**src/rtl/pulse_width_encoder_pkg.sv**
```systemverilog
// Shared definitions for the pulse-width encoder.
// - Default timing parameters.
// - Number of low quarters for each bit value.
// - FSM state encoding.
package pulse_width_encoder_pkg;

    localparam int DEFAULT_QUARTER_CYCLES    = 25;
    localparam int DEFAULT_QWIDTH            = 5;
    localparam int DEFAULT_STOP_LOW_QUARTERS = 2;

    // Quarters the line is held low at the start of a bit cell.
    localparam logic [1:0] Q_LOW_ONE  = 2'd1;
    localparam logic [1:0] Q_LOW_ZERO = 2'd3;

    typedef enum logic [2:0] {
        IDLE_REQ = 3'd0,
        IDLE_CHK = 3'd1,
        BIT      = 3'd2,
        STOP     = 3'd3,
        GUARD    = 3'd4
    } pwe_state_t;

    function automatic logic [1:0] low_quarters(input logic bit_val);
        return bit_val ? Q_LOW_ONE : Q_LOW_ZERO;
    endfunction

endpackage

```
**src/rtl/pulse_width_encoder_if.sv**
```systemverilog
// Serial-side link between serializer (master) and pulse_width_encoder (slave).
//   ser_data   : bit value, meaningful only while ser_strobe is high
//   ser_strobe : level flag, high while serializer holds a bit for us
//   ser_ready  : single-cycle request from the encoder
// Handshake: a bit is transferred on a rising clk edge when ser_ready and
// ser_strobe are both high in the cycle before it. The serializer advances
// to its next bit after such an edge and must not raise ser_strobe without
// a pending request. The encoder ignores ser_strobe while ser_ready is low.
interface pulse_width_encoder_if;
    logic ser_data;
    logic ser_strobe;
    logic ser_ready;

    modport master (output ser_data, output ser_strobe, input ser_ready);
    modport slave  (input ser_data, input ser_strobe, output ser_ready);
endinterface

```
**src/rtl/pulse_width_encoder_quarter_timer.sv**
```systemverilog
// Quarter-bit timebase for the pulse-width encoder.
// Ports:
//   clk, reset   : clock, asynchronous active-high reset
//   clear        : synchronous hold at sub=0, quarter=0
//   sub          : cycle count inside the current quarter, 0..QUARTER_CYCLES-1
//   quarter      : quarter index inside the cell, wraps 3->0
//   quarter_tick : high on the last cycle of every quarter
//   cell_end     : high on the last cycle of quarter 3
module quarter_timer
    import pulse_width_encoder_pkg::*;
#(
    parameter int QUARTER_CYCLES = DEFAULT_QUARTER_CYCLES,
    parameter int QWIDTH         = DEFAULT_QWIDTH
) (
    input  logic              clk,
    input  logic              reset,
    input  logic              clear,
    output logic [QWIDTH-1:0] sub,
    output logic [1:0]        quarter,
    output logic              quarter_tick,
    output logic              cell_end
);

    localparam logic [QWIDTH-1:0] SUB_LAST = QWIDTH'(QUARTER_CYCLES - 1);

    assign quarter_tick = (sub == SUB_LAST);
    assign cell_end     = quarter_tick && (quarter == 2'd3);

    always_ff @(posedge clk or posedge reset) begin
        if (reset) begin
            sub     <= '0;
            quarter <= 2'd0;
        end else if (clear) begin
            sub     <= '0;
            quarter <= 2'd0;
        end else if (quarter_tick) begin
            sub     <= '0;
            quarter <= quarter + 2'd1;
        end else begin
            sub     <= sub + QWIDTH'(1);
        end
    end

endmodule

```
**src/rtl/pulse_width_encoder.sv**
```systemverilog
// Pulse-width encoder: pulls bits from the serializer and drives them onto
// an open-drain line as 4-quarter cells (1 = 1 low + 3 high, 0 = 3 low +
// 1 high), then appends a stop bit (STOP_LOW_QUARTERS low + 1 high guard).
// Ports:
//   clk, reset : clock, asynchronous active-high reset
//   ser        : serializer link (slave side: ser_data, ser_strobe, ser_ready)
//   drive_low  : 1 pulls the line low, 0 releases it
//   busy       : high from the first accepted bit until the guard ends
//   done       : one-cycle pulse on the last cycle of the guard
//   state_dbg  : current FSM state
module pulse_width_encoder
    import pulse_width_encoder_pkg::*;
#(
    parameter int QUARTER_CYCLES    = DEFAULT_QUARTER_CYCLES,
    parameter int QWIDTH            = DEFAULT_QWIDTH,
    parameter int STOP_LOW_QUARTERS = DEFAULT_STOP_LOW_QUARTERS
) (
    input  logic                        clk,
    input  logic                        reset,
    pulse_width_encoder_if.slave        ser,
    output logic                        drive_low,
    output logic                        busy,
    output logic                        done,
    output pwe_state_t                  state_dbg
);

    // ser_ready is registered, so it is launched one cycle early to be high
    // in the cycle quarter=3, sub=QUARTER_CYCLES-2. With only two cycles per
    // quarter that launch point falls on the last cycle of quarter 2.
    localparam logic [1:0]        READY_Q   = (QUARTER_CYCLES >= 3) ? 2'd3 : 2'd2;
    localparam logic [QWIDTH-1:0] READY_SUB = (QUARTER_CYCLES >= 3) ?
                                              QWIDTH'(QUARTER_CYCLES - 3) :
                                              QWIDTH'(QUARTER_CYCLES - 1);
    localparam logic [QWIDTH-1:0] SUB_PRE   = QWIDTH'(QUARTER_CYCLES - 2);
    localparam logic [1:0]        STOP_LAST_Q = 2'(STOP_LOW_QUARTERS - 1);
    localparam logic [1:0]        GUARD_Q     = 2'(STOP_LOW_QUARTERS);

    pwe_state_t        state;
    logic              cur_bit;
    logic              next_bit;
    logic              next_valid;
    logic              ser_ready_q;
    logic              timer_clear;
    logic              ready_set;
    logic [QWIDTH-1:0] sub;
    logic [1:0]        quarter;
    logic              quarter_tick;
    logic              cell_end;

    assign ser.ser_ready = ser_ready_q;
    assign state_dbg     = state;

    // The timebase only runs while a packet is on the line, so the first
    // cell always starts at quarter 0, sub 0.
    assign timer_clear = (state == IDLE_REQ) || (state == IDLE_CHK);
    assign ready_set   = (quarter == READY_Q) && (sub == READY_SUB);

    quarter_timer #(
        .QUARTER_CYCLES (QUARTER_CYCLES),
        .QWIDTH         (QWIDTH)
    ) u_quarter_timer (
        .clk          (clk),
        .reset        (reset),
        .clear        (timer_clear),
        .sub          (sub),
        .quarter      (quarter),
        .quarter_tick (quarter_tick),
        .cell_end     (cell_end)
    );

    always_ff @(posedge clk or posedge reset) begin
        if (reset) begin
            state       <= IDLE_REQ;
            ser_ready_q <= 1'b0;
            drive_low   <= 1'b0;
            busy        <= 1'b0;
            done        <= 1'b0;
            cur_bit     <= 1'b0;
            next_bit    <= 1'b0;
            next_valid  <= 1'b0;
        end else begin
            ser_ready_q <= 1'b0;
            done        <= 1'b0;
            case (state)
                IDLE_REQ: begin
                    ser_ready_q <= 1'b1;
                    state       <= IDLE_CHK;
                end
                IDLE_CHK: begin
                    if (ser.ser_strobe) begin
                        cur_bit   <= ser.ser_data;
                        busy      <= 1'b1;
                        drive_low <= 1'b1;
                        state     <= BIT;
                    end else begin
                        state     <= IDLE_REQ;
                    end
                end
                BIT: begin
                    if (ready_set) begin
                        ser_ready_q <= 1'b1;
                    end
                    // Sampled one cycle before cell_end, so it never
                    // collides with the reload below.
                    if (ser_ready_q && ser.ser_strobe) begin
                        next_bit   <= ser.ser_data;
                        next_valid <= 1'b1;
                    end
                    if (cell_end) begin
                        // Both the next cell and the stop bit start low.
                        drive_low <= 1'b1;
                        if (next_valid) begin
                            cur_bit    <= next_bit;
                            next_valid <= 1'b0;
                        end else begin
                            state      <= STOP;
                        end
                    end else if (quarter_tick &&
                                 (quarter == low_quarters(cur_bit) - 2'd1)) begin
                        drive_low <= 1'b0;
                    end
                end
                STOP: begin
                    if (quarter_tick && (quarter == STOP_LAST_Q)) begin
                        drive_low <= 1'b0;
                        state     <= GUARD;
                    end
                end
                GUARD: begin
                    // done and the busy fall land on the edge entering the
                    // final guard cycle.
                    if ((quarter == GUARD_Q) && (sub == SUB_PRE)) begin
                        done <= 1'b1;
                        busy <= 1'b0;
                    end
                    if (quarter_tick) begin
                        state <= IDLE_REQ;
                    end
                end
                default: begin
                    state <= IDLE_REQ;
                end
            endcase
        end
    end

endmodule

```
**src/flat_wrapper.sv**
```systemverilog
// flat-port wrapper written by rule: the top's interface ports become plain ports
module pulse_width_encoder_flat import pulse_width_encoder_pkg::*;
#(
    parameter int QUARTER_CYCLES    = DEFAULT_QUARTER_CYCLES,
    parameter int QWIDTH            = DEFAULT_QWIDTH,
    parameter int STOP_LOW_QUARTERS = DEFAULT_STOP_LOW_QUARTERS
)
  (clk, reset, drive_low, busy, done, state_dbg, ser_ser_data, ser_ser_strobe, ser_ser_ready);
  pulse_width_encoder_if ser_i ();
  input  logic clk;
  input  logic reset;
  output logic drive_low;
  output logic busy;
  output logic done;
  output pwe_state_t state_dbg;
  input wire logic [$bits(ser_i.ser_data)-1:0] ser_ser_data;
  input wire logic [$bits(ser_i.ser_strobe)-1:0] ser_ser_strobe;
  output wire logic [$bits(ser_i.ser_ready)-1:0] ser_ser_ready;
  assign ser_i.ser_data = ser_ser_data;
  assign ser_i.ser_strobe = ser_ser_strobe;
  assign ser_ser_ready = ser_i.ser_ready;
  pulse_width_encoder #(.QUARTER_CYCLES(QUARTER_CYCLES), .QWIDTH(QWIDTH), .STOP_LOW_QUARTERS(STOP_LOW_QUARTERS)) u_core (.clk(clk), .reset(reset), .ser(ser_i), .drive_low(drive_low), .busy(busy), .done(done), .state_dbg(state_dbg));
endmodule
```
**config.mk**
```make
export PLATFORM = sky130hd
export DESIGN_NAME = pulse_width_encoder_flat
export DESIGN_NICKNAME = d
export VERILOG_FILES = /design/src/rtl/pulse_width_encoder_pkg.sv /design/src/rtl/pulse_width_encoder_if.sv /design/src/rtl/pulse_width_encoder_quarter_timer.sv /design/src/rtl/pulse_width_encoder.sv /design/src/flat_wrapper.sv
export SDC_FILE = /design/constraint.sdc
export NUM_CORES = 1
export LEC_CHECK = 0
export CORE_MARGIN = 3
export CORE_UTILIZATION = 45
export DETAILED_ROUTE_END_ITERATION = 7
export PLACE_DENSITY_LB_ADDON = 0.25
export SYNTH_ARGS = -nofsm -noshare
export SYNTH_HDL_FRONTEND = slang
export SYNTH_SLANG_ARGS = --single-unit
```
**constraint.sdc**
```tcl
create_clock -name clk -period 2.3 [get_ports clk]
set_input_delay 0.575 -clock clk [delete_from_list [all_inputs] [get_ports clk]]
set_output_delay 0.575 -clock clk [all_outputs]
set_load 0.02 [all_outputs]
```
# Word-level counts from Yosys, hierarchy flattened
# Index checks and enable logic that the tools add are counted.
dict set report word_totals {
  elab_cells 78
  out_inout_bits 7
  inputBits 4
  ff_bits 17
}
dict set report classes {
  add_sub_neg 3
  reduce_logical 17
  mux 29
  eq_ne 19
}
# cell n
set ops {}
lappend ops {{$eq 5x5->1 const B} 3}
lappend ops {{$pmux 3 s5} 1}
lappend ops {{$mux 1} 14}
lappend ops {{$mux 3} 4}
lappend ops {{$reduce_and 4->1} 3}
lappend ops {{$mux 5} 2}
lappend ops {{$ne 2x1->1 const B} 5}
lappend ops {{$mux 2} 4}
lappend ops {{$eq 3x2->1 const B} 2}
lappend ops {{$logic_and 1x1->1} 6}
lappend ops {{$pmux 1 s2} 3}
lappend ops {{$reduce_bool 2->1} 3}
lappend ops {{$add 5x1->5 const B} 1}
lappend ops {{$eq 2x2->1 const B} 2}
lappend ops {{$ne 2x2->1 const B} 2}
lappend ops {{$eq 3x1->1 const B} 1}
lappend ops {{$eq 3x3->1 const B} 1}
lappend ops {{$logic_not 3->1} 1}
lappend ops {{$ne 3x1->1 const B} 1}
lappend ops {{$pmux 1 s3} 1}
lappend ops {{$reduce_and 3->1} 1}
lappend ops {{$reduce_bool 3->1} 1}
lappend ops {{$add 2x1->2 const B} 1}
lappend ops {{$eq 2x1->1 const B} 1}
lappend ops {{4 further kinds} 4}

# Logic depth before layout (Yosys ltp)
# Gate-level depths: netlist of the first run.
dict set report depth {
  word_depth 7
  mapped_depth 7
  depth_no_buf 6
}

# Modules after synthesis
# Synthesis of the first run repeated with hierarchy kept, for this count alone.
dict set report unflattened {
  hier_cells 87
  area_unflattened_um2 892.1
}
# mod area_each_um2 seq_area_each_um2 n_inst cells_each
set by_module_without_submodules {}
lappend by_module_without_submodules {pulse_width_encoder 530.5 250.2 1 54}
lappend by_module_without_submodules {quarter_timer 361.6 175.2 1 33}

# Worst setup path before layout of the first run
# Ideal clock, no wire load.
dict set report synth_timing {
  path_type {register to register}
  from {register u_core.u_quarter_timer.sub[0]}
  to {register u_core.state[0] (netlist: u_core.state_dbg[0])}
  slack_ns 0.855
  n_path_buf 1
  period_less_slack_ns 1.445
  required_time_ns 2.223
  t_arrival_ns 1.367
  setup_ns 0.077
  path_stages_with_launch 8
  cell_sequence {dfrtp_1 -> inv_1 -> ha_1 -> and4b_1 -> buf_6 -> nand2_2 -> or3_1 -> a21oi_1}
}
dict set report synth_between {
  elab_chain_cells 4
  elab_cells_between_ends 7
  cone_classes {eq/ne: 4; reduce/logical: 3}
}
# item line_no
set synth_lines {}
lappend synth_lines {{start, declared} pulse_width_encoder_quarter_timer.sv:18} ;# output logic [QWIDTH-1:0] sub,
lappend synth_lines {{start signal, assigned} pulse_width_encoder_quarter_timer.sv:40} ;# sub <= sub + QWIDTH'(1);
lappend synth_lines {{$eq 5x5->1 (*)} pulse_width_encoder_quarter_timer.sv:26} ;# assign quarter_tick = (sub == SUB_LAST);
lappend synth_lines {{$logic_and 1x1->1 (on tied branches)} {pulse_width_encoder_quarter_timer.sv:27, pulse_width_encoder.sv:124}}
lappend synth_lines {{$ne 2x1->1 (no line)} -}
lappend synth_lines {{$reduce_and 4->1 (no line) (*)} -}
lappend synth_lines {{end signal, assigned} pulse_width_encoder.sv:73} ;# state <= IDLE_REQ;
lappend synth_lines {{end signal, assigned} pulse_width_encoder.sv:87} ;# state <= IDLE_CHK;
lappend synth_lines {{end signal, assigned} pulse_width_encoder.sv:94} ;# state <= BIT;
lappend synth_lines {{end, declared} pulse_width_encoder.sv:38} ;# pwe_state_t state;
# Every way passes the cells marked *; elsewhere a longest branch is shown, timed or not.
# A chain may end at the register's enable or synchronous reset.

# Worst setup path after layout of the first run
dict set report layout_timing {
  from {register u_core.state[2] (netlist: u_core.state_dbg[2])}
  to {output port state_dbg[2]}
}
# item line_no
set layout_lines {}
lappend layout_lines {{end, declared} flat_wrapper.sv:15} ;# output pwe_state_t state_dbg;
# No word-level cell between the ends.

==> summary.txt, run 1 <==
CP Buf/Inv Count -> 1
Syn Area/Cell -> 9.83 sq um
clock skew -> 0.00186 ns
Sw Ratio -> 20.9%
Slew headroom -> 58.0%
design area -> 1040 sq um
endpoints failing setup -> 0
placed insts -> 123
layout cells sized above 1 -> 7.84%
critical path arrival -> 1.53 ns
Int Pwr -> 371 uW
worst-skew pair later-pin latency -> 0.29 ns
FMAX -> 0.476 GHz
outcome -> finished, final reports clean
clk buf depth -> 2
Ports -> 11
worst hold slack -> 0.486 ns
RSZ-0062 raised after global routing -> no
Power Dens Cells -> 452 nW/um^2
area delta synth->final -> 14.5%
post-synth net total -> 102
RD Place Congestion -> 0.794
Cell Chain, Critical Path -> clkdlybuf4s50_1
max_cap viols -> 0
worst-margin pin slew -> 0.629 ns
antenna violations before repair -> 0
part of the power in registers -> 63.7%
Post-Synthesis Cells -> 92
max-slew violations -> 0
synth unique cells -> 29
Comb pwr share -> 2.5%
DR vias -> 684
Final Critical Period -> 2.10 ns
CP startpoint kind -> flop
DRT iter0 DRCs -> 5
Die Width -> 50.8 microns
Congestion Overflow GR -> 0
CP max stage delay -> 0.67 ns
yosys warns -> 0
die area -> 2580 sq um
synthesized flop and latch total -> 17
final-layout fill cell count -> 176
number of inserted diodes -> 0
Area after DPL -> 1010 sq um
CTS tree -> done
CP top delay family -> buffers and inverters
first-pass GRT wire length -> 2820 microns
Finished Layout Cells -> 127
Final nets -> 113
fin worst setup slack -> 0.199 ns
Routed WL per cell -> 12.9 microns
Worst EP required -> 1.73 ns
cts bufs inserted -> 3
pre-CTS setup slack -> 0.435 ns
CTS resizes -> 0
crit path launch -> u_core.state_dbg[2]
vias per inst -> 5.39
RR Startpoint -> u_core.u_quarter_timer.sub[0]
critical path class -> reg -> out
largest net degree at the start of global routing -> 18
setup bufs post-CTS -> 0
Routed WL -> 1640 microns
Seq/Total Area, Yosys -> 47.0%
Starting Density -> 50.2%
CP Capture Type -> output port
setup tns final -> 0 ns
Buffers on Ports -> 10
worst hold start -> u_core.u_quarter_timer.sub[0]
Hold Buf Count CTS -> 0
crit share post-route -> 91.3%
Clock power frac -> 33.8%
Die Ht -> 50.8 microns
router iterations before antenna repair -> 4
peak supply drop -> 0.000324 V
CP max-delay cell -> clkdlybuf4s50_1
ANT nets after route -> 0
CTS clock-pin slew for the worst setup and hold paths -> 0.09 ns
vias in the first global route -> 642
clk sinks -> 17
H-tree levels -> 1
DRC -> 0
count of final hold-check violations -> 0
crit-path max FO -> 11
Syn Std Cell Area -> 905 sq um
HP Class -> reg -> reg
core area -> 1800 sq um
switching power -> 97.9 uW
Global Route Usage Sum -> 15.4%
Root Driver -> clkbuf_4
hpwl dp -> 1150 microns
Lkg Pwr -> 0.000465 uW
num rows -> 15
-- cell usage after synthesis, drive strengths merged --
| cell type | n | area share, % |
|---|---|---|
| mux2 | 1 | 1.2 |
| nor2 | 10 | 4.1 |
| nand2 | 7 | 3.2 |
| xor2 | 2 | 1.9 |
| o21ai | 3 | 1.7 |
| a21o | 1 | 0.83 |
| a211oi | 2 | 1.7 |
| nor2b | 3 | 2.1 |
| a21boi | 1 | 0.83 |
| xnor2 | 3 | 2.9 |
| dfrtp | 17 | 47 |
| o311ai | 1 | 0.97 |
| or2 | 1 | 0.69 |
| nand3 | 7 | 3.9 |
| and2 | 1 | 0.69 |
| and3b | 1 | 1.1 |
| or3 | 1 | 0.69 |
| inv | 6 | 2.5 |
| nand2b | 1 | 0.69 |
| and4b | 1 | 1.1 |
| nor3b | 1 | 1.4 |
| ha | 6 | 8.3 |
| a2bb2oi | 1 | 0.97 |
| a21oi | 5 | 2.8 |
| buf | 4 | 2.9 |
| o22ai | 2 | 1.4 |
| nand3b | 3 | 2.5 |
-- flip-flops by register name, summed over array words and instances, names as in the netlist --
name / count
u_core.u_quarter_timer.sub: 5
u_core.state_dbg: 3
u_core.u_quarter_timer.quarter: 2
u_core.busy: 1
u_core.cur_bit: 1
u_core.done: 1
u_core.drive_low: 1
u_core.next_bit: 1
u_core.next_valid: 1
u_core.ser.ser_ready: 1
-- cell families (layout without fill, tap and decap cells) --
kind of cell,Yosys count,in the layout,synth area share [%]
simple gates,37,37,22.1
flops,17,17,47.0
compound gates,16,16,11.1
buf+inv,10,20,5.39
fa+ha+maj,6,6,8.30
xor+xnor,5,5,4.84
mux,1,1,1.24
-- layout by cell type, fill, tap and decap left out, drive strengths merged, types with 2 or more instances in the layout --
cell type and count:
a211oi 2, a21oi 5, clkbuf 4, clkdlybuf4s50 10
dfrtp 17, ha 6, inv 6, nand2 7
nand3 7, nand3b 3, nor2 10, nor2b 3
o21ai 3, o22ai 2, xnor2 3, xor2 2
-- power groups by stage --
stage,clock [uW],combinational [uW],sequential [uW]
after global routing,181,13.4,299
final,158,11.8,299
after CTS,165,12.4,299
after global placement,0,11.8,305
after detailed placement,0,12.0,305
after floorplan,0,4.58,305
-- final cells by class --
type | count | area [sq um] | share of cell area (%)
inverter | 6 | 22.5 | 2.17
multi-input combinational | 65 | 430 | 41.5
sequential | 17 | 425 | 41.1
clock buffer | 4 | 26.3 | 2.54
timing repair buffer | 10 | 100 | 9.66
tap | 25 | 31.3 | 3.02
-- routing by layer --
metal  track usage [%]  up-vias  routed length (microns)
li1                  -      327                        -
met1              19.1      338                      786
met2              23.0       14                      749
met3              2.62        5                       46
met4              13.5        0                       59
met5                 0        -                        0
-- per-stage QoR --
| stage | util, % | total power [uW] |
|---|---|---|
| 3_3_place_gp | 56.0 | 316 |
| 2_1_floorplan | - | 309 |
| 4_1_cts | 57.5 | 476 |
| 6_report | 57.5 | 469 |
| 3_5_place_dp | 56.0 | 317 |
| 5_1_grt | 57.5 | 493 |
-- final timing paths --
path	to	cells past startpoint	slack (ns)
worst max-delay path	state_dbg[2]	1	0.20
max in group asynchronous	u_core.cur_bit	2	1.24
worst min register to register	u_core.u_quarter_timer.sub[0]	1	0.49
worst min-delay path	u_core.u_quarter_timer.sub[0]	1	0.49
worst max register to register	u_core.state_dbg[0]	6	0.61
min in group asynchronous	u_core.u_quarter_timer.sub[0]	2	0.66
Note: power is estimated with default switching activity, not from simulation.
==> inputs of run 2 (changes only) <==
Settings changed: PLACE_DENSITY set to 0.67, PLACE_DENSITY_LB_ADDON 0.25 to not set.
==> run 2 against run 1 <==
Compared with the run above: clock-buffer cell count unchanged; worst hold slack got worse by 0.0025 ns; sequential share of layout area unchanged; clock power about the same; sequential power about the same; register-to-register slack about the same; via count decreased by 7.7%; final area unchanged; flip-flop and latch count unchanged; critical endpoint unchanged.
==> summary.txt, run 2 (synthesis results as in run 1) <==
outcome -> finished, final reports clean
die area -> 2580 sq um
Sw Ratio -> 20.4%
Congestion Overflow GR -> 0
Ports -> 11
core area -> 1800 sq um
router iterations before antenna repair -> 4
Final Critical Period -> 2.09 ns
Die Ht -> 50.8 microns
Lkg Pwr -> 0.000465 uW
uppermost layer routed -> met4
worst-margin pin slew -> 0.615 ns
metal3 WL -> 39 microns
Buffers on Ports -> 10
ANT nets after route -> 0
Biggest register -> u_core.u_quarter_timer.sub
H-tree levels -> 1
Worst setup endpoint -> state_dbg[2]
count of final hold-check violations -> 0
Power Dens Cells -> 450 nW/um^2
worst-skew pair later-pin latency -> 0.28 ns
CTS tree -> done
CP Buf/Inv Count -> 1
vias in the first global route -> 585
CP top delay family -> buffers and inverters
number of inserted diodes -> 0
endpoints failing setup -> 0
WP depth -> 1
num rows -> 15
Area after DPL -> 1010 sq um
Root Driver -> clkbuf_4
RR Startpoint -> u_core.u_quarter_timer.sub[0]
max FFs per register -> 5
HP Class -> reg -> reg
DRC -> 0
design area -> 1040 sq um
DR vias -> 631
Reg2Reg Depth -> 6
Hold Buf Count CTS -> 0
switching power -> 95.2 uW
Cell Chain, Critical Path -> clkdlybuf4s50_1
FMAX -> 0.480 GHz
crit share post-route -> 90.7%
vias per inst -> 4.97
critical path arrival -> 1.51 ns
max-slew violations -> 0
metal1 wirelength -> 854 microns
crit path launch -> u_core.state_dbg[2]
setup bufs post-CTS -> 0
CTS resizes -> 0
Comb pwr share -> 2.5%
CP max stage delay -> 0.67 ns
RD Place Congestion -> 0.798
Final nets -> 113
CTS clock-pin slew for the worst setup and hold paths -> 0.09 ns
largest net degree at the start of global routing -> 18
critical path class -> reg -> out
met2 WL -> 600 microns
commonest non-fill, non-tap cell in the layout -> dfrtp_1
CP max-delay cell -> clkdlybuf4s50_1
Starting Density -> 50.2%
first-pass GRT wire length -> 2590 microns
setup tns final -> 0 ns
RSZ-0062 raised after global routing -> no
hpwl dp -> 1130 microns
DRT iter0 DRCs -> 11
Worst EP required -> 1.73 ns
clk sinks -> 17
layout cells sized above 1 -> 7.84%
Routed WL per cell -> 12.1 microns
clock skew -> 0.000322 ns
Clock power frac -> 33.4%
part of the power in registers -> 64.1%
commonest cells after routing, fill and taps aside -> dfrtp_1 (17), nor2_1 (10), clkdlybuf4s50_1 (10)
Int Pwr -> 371 uW
max_cap viols -> 0
total power -> 466 uW
Routed WL -> 1530 microns
clk buf depth -> 2
area delta synth->final -> 14.5%
peak supply drop -> 0.000290 V
R2R Setup Slk -> 0.60 ns
antenna violations before repair -> 0
Global Route Usage Sum -> 13.6%
Die Width -> 50.8 microns
CP startpoint kind -> flop
Slew headroom -> 59.0%
cts bufs inserted -> 3
crit-path max FO -> 11
CP Capture Type -> output port
worst reg2reg path endpoint -> u_core.state_dbg[0]
[run 2: cell counts in the layout (fill, tap and decap cells not counted)]
Identical to the previous run, type by type.
[run 2: per-layer routing]
metal / vias up / GRT usage, %
li1: 332 / -
met3: 4 / 2.62
met5: - / 0
met4: 0 / 8.07
met1: 284 / 19.9
met2: 11 / 18.3
[run 2: worst min-delay path by stage]
stage | from | cells after the start | to
2_1_floorplan | u_core.u_quarter_timer.sub[0] | 1 | u_core.u_quarter_timer.sub[0]
3_3_place_gp | u_core.u_quarter_timer.sub[0] | 1 | u_core.u_quarter_timer.sub[0]
3_5_place_dp | u_core.u_quarter_timer.sub[0] | 1 | u_core.u_quarter_timer.sub[0]
4_1_cts | u_core.u_quarter_timer.sub[0] | 1 | u_core.u_quarter_timer.sub[0]
5_1_grt | u_core.u_quarter_timer.sub[0] | 1 | u_core.u_quarter_timer.sub[0]
6_report | u_core.u_quarter_timer.sub[0] | 1 | u_core.u_quarter_timer.sub[0]
[run 2: cell type report]
cell class	instances	area [sq um]
fill	174	766
multi-input combinational	65	430
sequential	17	425
timing repair buffer	10	100
tap	25	31.3
clock buffer	4	26.3
inverter	6	22.5
[run 2: stage by stage]
step / worst slack, ns / cells / hold slack (ns) / util (%)
floorplan: 0.855 / 92 / 0.449 / -
global placement: 0.505 / 123 / 0.471 / 56.0
detailed placement: 0.439 / 123 / 0.477 / 56.0
CTS: 0.199 / 127 / 0.490 / 57.5
global route: 0.141 / 127 / 0.517 / 57.5
finish: 0.215 / 127 / 0.484 / 57.5
[run 2: power groups by stage]
| stage | clock, uW | sequential (uW) | combinational, uW |
|---|---|---|---|
| after floorplan | 0 | 305 | 4.58 |
| after global placement | 0 | 305 | 11.9 |
| after detailed placement | 0 | 305 | 12.1 |
| after CTS | 161 | 299 | 12.1 |
| after global routing | 171 | 299 | 12.7 |
| final | 156 | 299 | 11.5 |
==> inputs of run 3 (changes only) <==
Settings changed: GPL_TIMING_DRIVEN set to 0.
==> run 3 against run 2 <==
Compared with the run above: worst hold slack worse by 0.0038 ns; non-clock buffer count grew 4; global-route usage up 1.4 points; die area stayed put.
==> summary.txt, run 3 (synthesis results as in run 1) <==
Finished Layout Cells -> 131
Die Width -> 50.8 microns
count of final hold-check violations -> 0
final core utilization -> 59.0%
worst-skew pair later-pin latency -> 0.28 ns
CP startpoint kind -> flop
Hold Buf Count CTS -> 0
peak supply drop -> 0.000398 V
RSZ-0062 raised after global routing -> no
critical path arrival -> 1.31 ns
HP Class -> reg -> reg
core area -> 1800 sq um
final-layout fill cell count -> 171
Power Dens Cells -> 436 nW/um^2
DRC -> 0
die area -> 2580 sq um
Routed WL -> 1650 microns
clock skew -> 0.00418 ns
Die Ht -> 50.8 microns
DRT iter0 DRCs -> 5
RD Place Congestion -> 0.811
ANT nets after route -> 0
R2R Setup Slk -> 0.65 ns
layout cells sized above 1 -> 11.3%
hpwl dp -> 1240 microns
setup tns final -> 0 ns
clk buf depth -> 2
CP Capture Type -> output port
clk sinks -> 17
RR Startpoint -> u_core.u_quarter_timer.sub[0]
H-tree levels -> 1
DR vias -> 678
vias in the first global route -> 619
CTS tree -> done
num rows -> 15
hold endpoint -> u_core.u_quarter_timer.sub[0]
Cell Chain, Critical Path -> clkdlybuf4s50_1
number of inserted diodes -> 0
Root Driver -> clkbuf_4
worst-margin pin slew -> 0.619 ns
commonest non-fill, non-tap cell in the layout -> dfrtp_1
largest net degree at the start of global routing -> 18
crit-path max FO -> 3
CP top delay family -> buffers and inverters
worst reg2reg path endpoint -> u_core.state_dbg[0]
Final Critical Period -> 1.88 ns
max FFs per register -> 5
Routed WL per cell -> 12.6 microns
vias per inst -> 5.18
CTS clock-pin slew for the worst setup and hold paths -> 0.09 ns
Reg2Reg Depth -> 7
CTS resizes -> 0
Worst EP required -> 1.73 ns
outcome -> finished, final reports clean
CP Buf/Inv Count -> 1
Ports -> 11
Lkg Pwr -> 0.000485 uW
Congestion Overflow GR -> 0
router iterations before antenna repair -> 4
worst hold start -> u_core.u_quarter_timer.sub[0]
critical path class -> reg -> out
FMAX -> 0.532 GHz
cts bufs inserted -> 3
Slew headroom -> 58.7%
Starting Density -> 50.2%
commonest cells after routing, fill and taps aside -> dfrtp_1 (17), nor2_1 (10), clkdlybuf4s50_1 (10)
max-slew violations -> 0
setup bufs post-CTS -> 0
antenna violations before repair -> 0
Biggest register -> u_core.u_quarter_timer.sub
area delta synth->final -> 17.4%
CP max stage delay -> 0.62 ns
first-pass GRT wire length -> 2860 microns
Worst Hold Depth -> 1
Global Route Usage Sum -> 14.9%
max_cap viols -> 0
Buffers on Ports -> 10
placed insts -> 127
CP max-delay cell -> clkdlybuf4s50_1
endpoints failing setup -> 0
crit share post-route -> 81.7%
Final nets -> 117
[run 3: cell count changes in the layout (fill, tap and decap cells not counted)]
| cell | delta |
|---|---|
| buf_2 | +3 |
| buf_6 | +1 |
[run 3: worst max path at each step]
stage | slack [ns] | end | depth (start not counted) | start
finish | 0.42 | state_dbg[0] | 1 | u_core.state_dbg[0]
global route | 0.35 | state_dbg[0] | 1 | u_core.state_dbg[0]
CTS | 0.40 | state_dbg[0] | 1 | u_core.state_dbg[0]
detailed placement | 0.38 | u_core.cur_bit | 5 | ser_ser_strobe
global placement | 0.43 | u_core.cur_bit | 5 | ser_ser_strobe
floorplan | 0.86 | u_core.state_dbg[0] | 7 | u_core.u_quarter_timer.sub[0]
[run 3: through the flow]
stage	setup WS (ns)	power (uW)	cell area, sq um	hold slack, ns
after floorplan	0.855	309	905	0.449
after global placement	0.429	317	1040	0.471
after detailed placement	0.385	317	1040	0.469
after CTS	0.395	470	1060	0.483
after global routing	0.347	489	1060	0.509
final	0.420	463	1060	0.480
[run 3: layout make-up]
type / instances / area, sq um / area share (%)
sequential: 17 / 425 / 40.0
buffer: 4 / 26.3 / 2.47
tap: 25 / 31.3 / 2.94
timing repair buffer: 10 / 100 / 9.42
clock buffer: 4 / 26.3 / 2.47
multi-input combinational: 65 / 430 / 40.5
inverter: 6 / 22.5 / 2.12
[run 3: metal layers]
layer / track usage [%] / wire, microns / up-vias
li1: - / - / 337
met1: 19.7 / 812 / 323
met2: 22.2 / 733 / 14
met3: 5.54 / 71 / 4
met4: 5.83 / 34 / 0
met5: 0 / 0 / -
[run 3: power breakdown]
group | internal, uW | switching [uW] | leakage (uW)
combinational | 4.65 | 7.05 | 0.000267
sequential | 299 | 0 | 0.000203
clock | 67.4 | 85.5 | 0.0000150
total | 371 | 92.6 | 0.000485
[run 3: worst reg2reg max path, cell delays in order (launching register included)]
cell     delay (ns)
dfrtp_1        0.41
inv_1          0.09
ha_1           0.14
and4b_1        0.21
buf_6          0.14
nand2_2        0.06
or3_1          0.32
a21oi_1        0.19
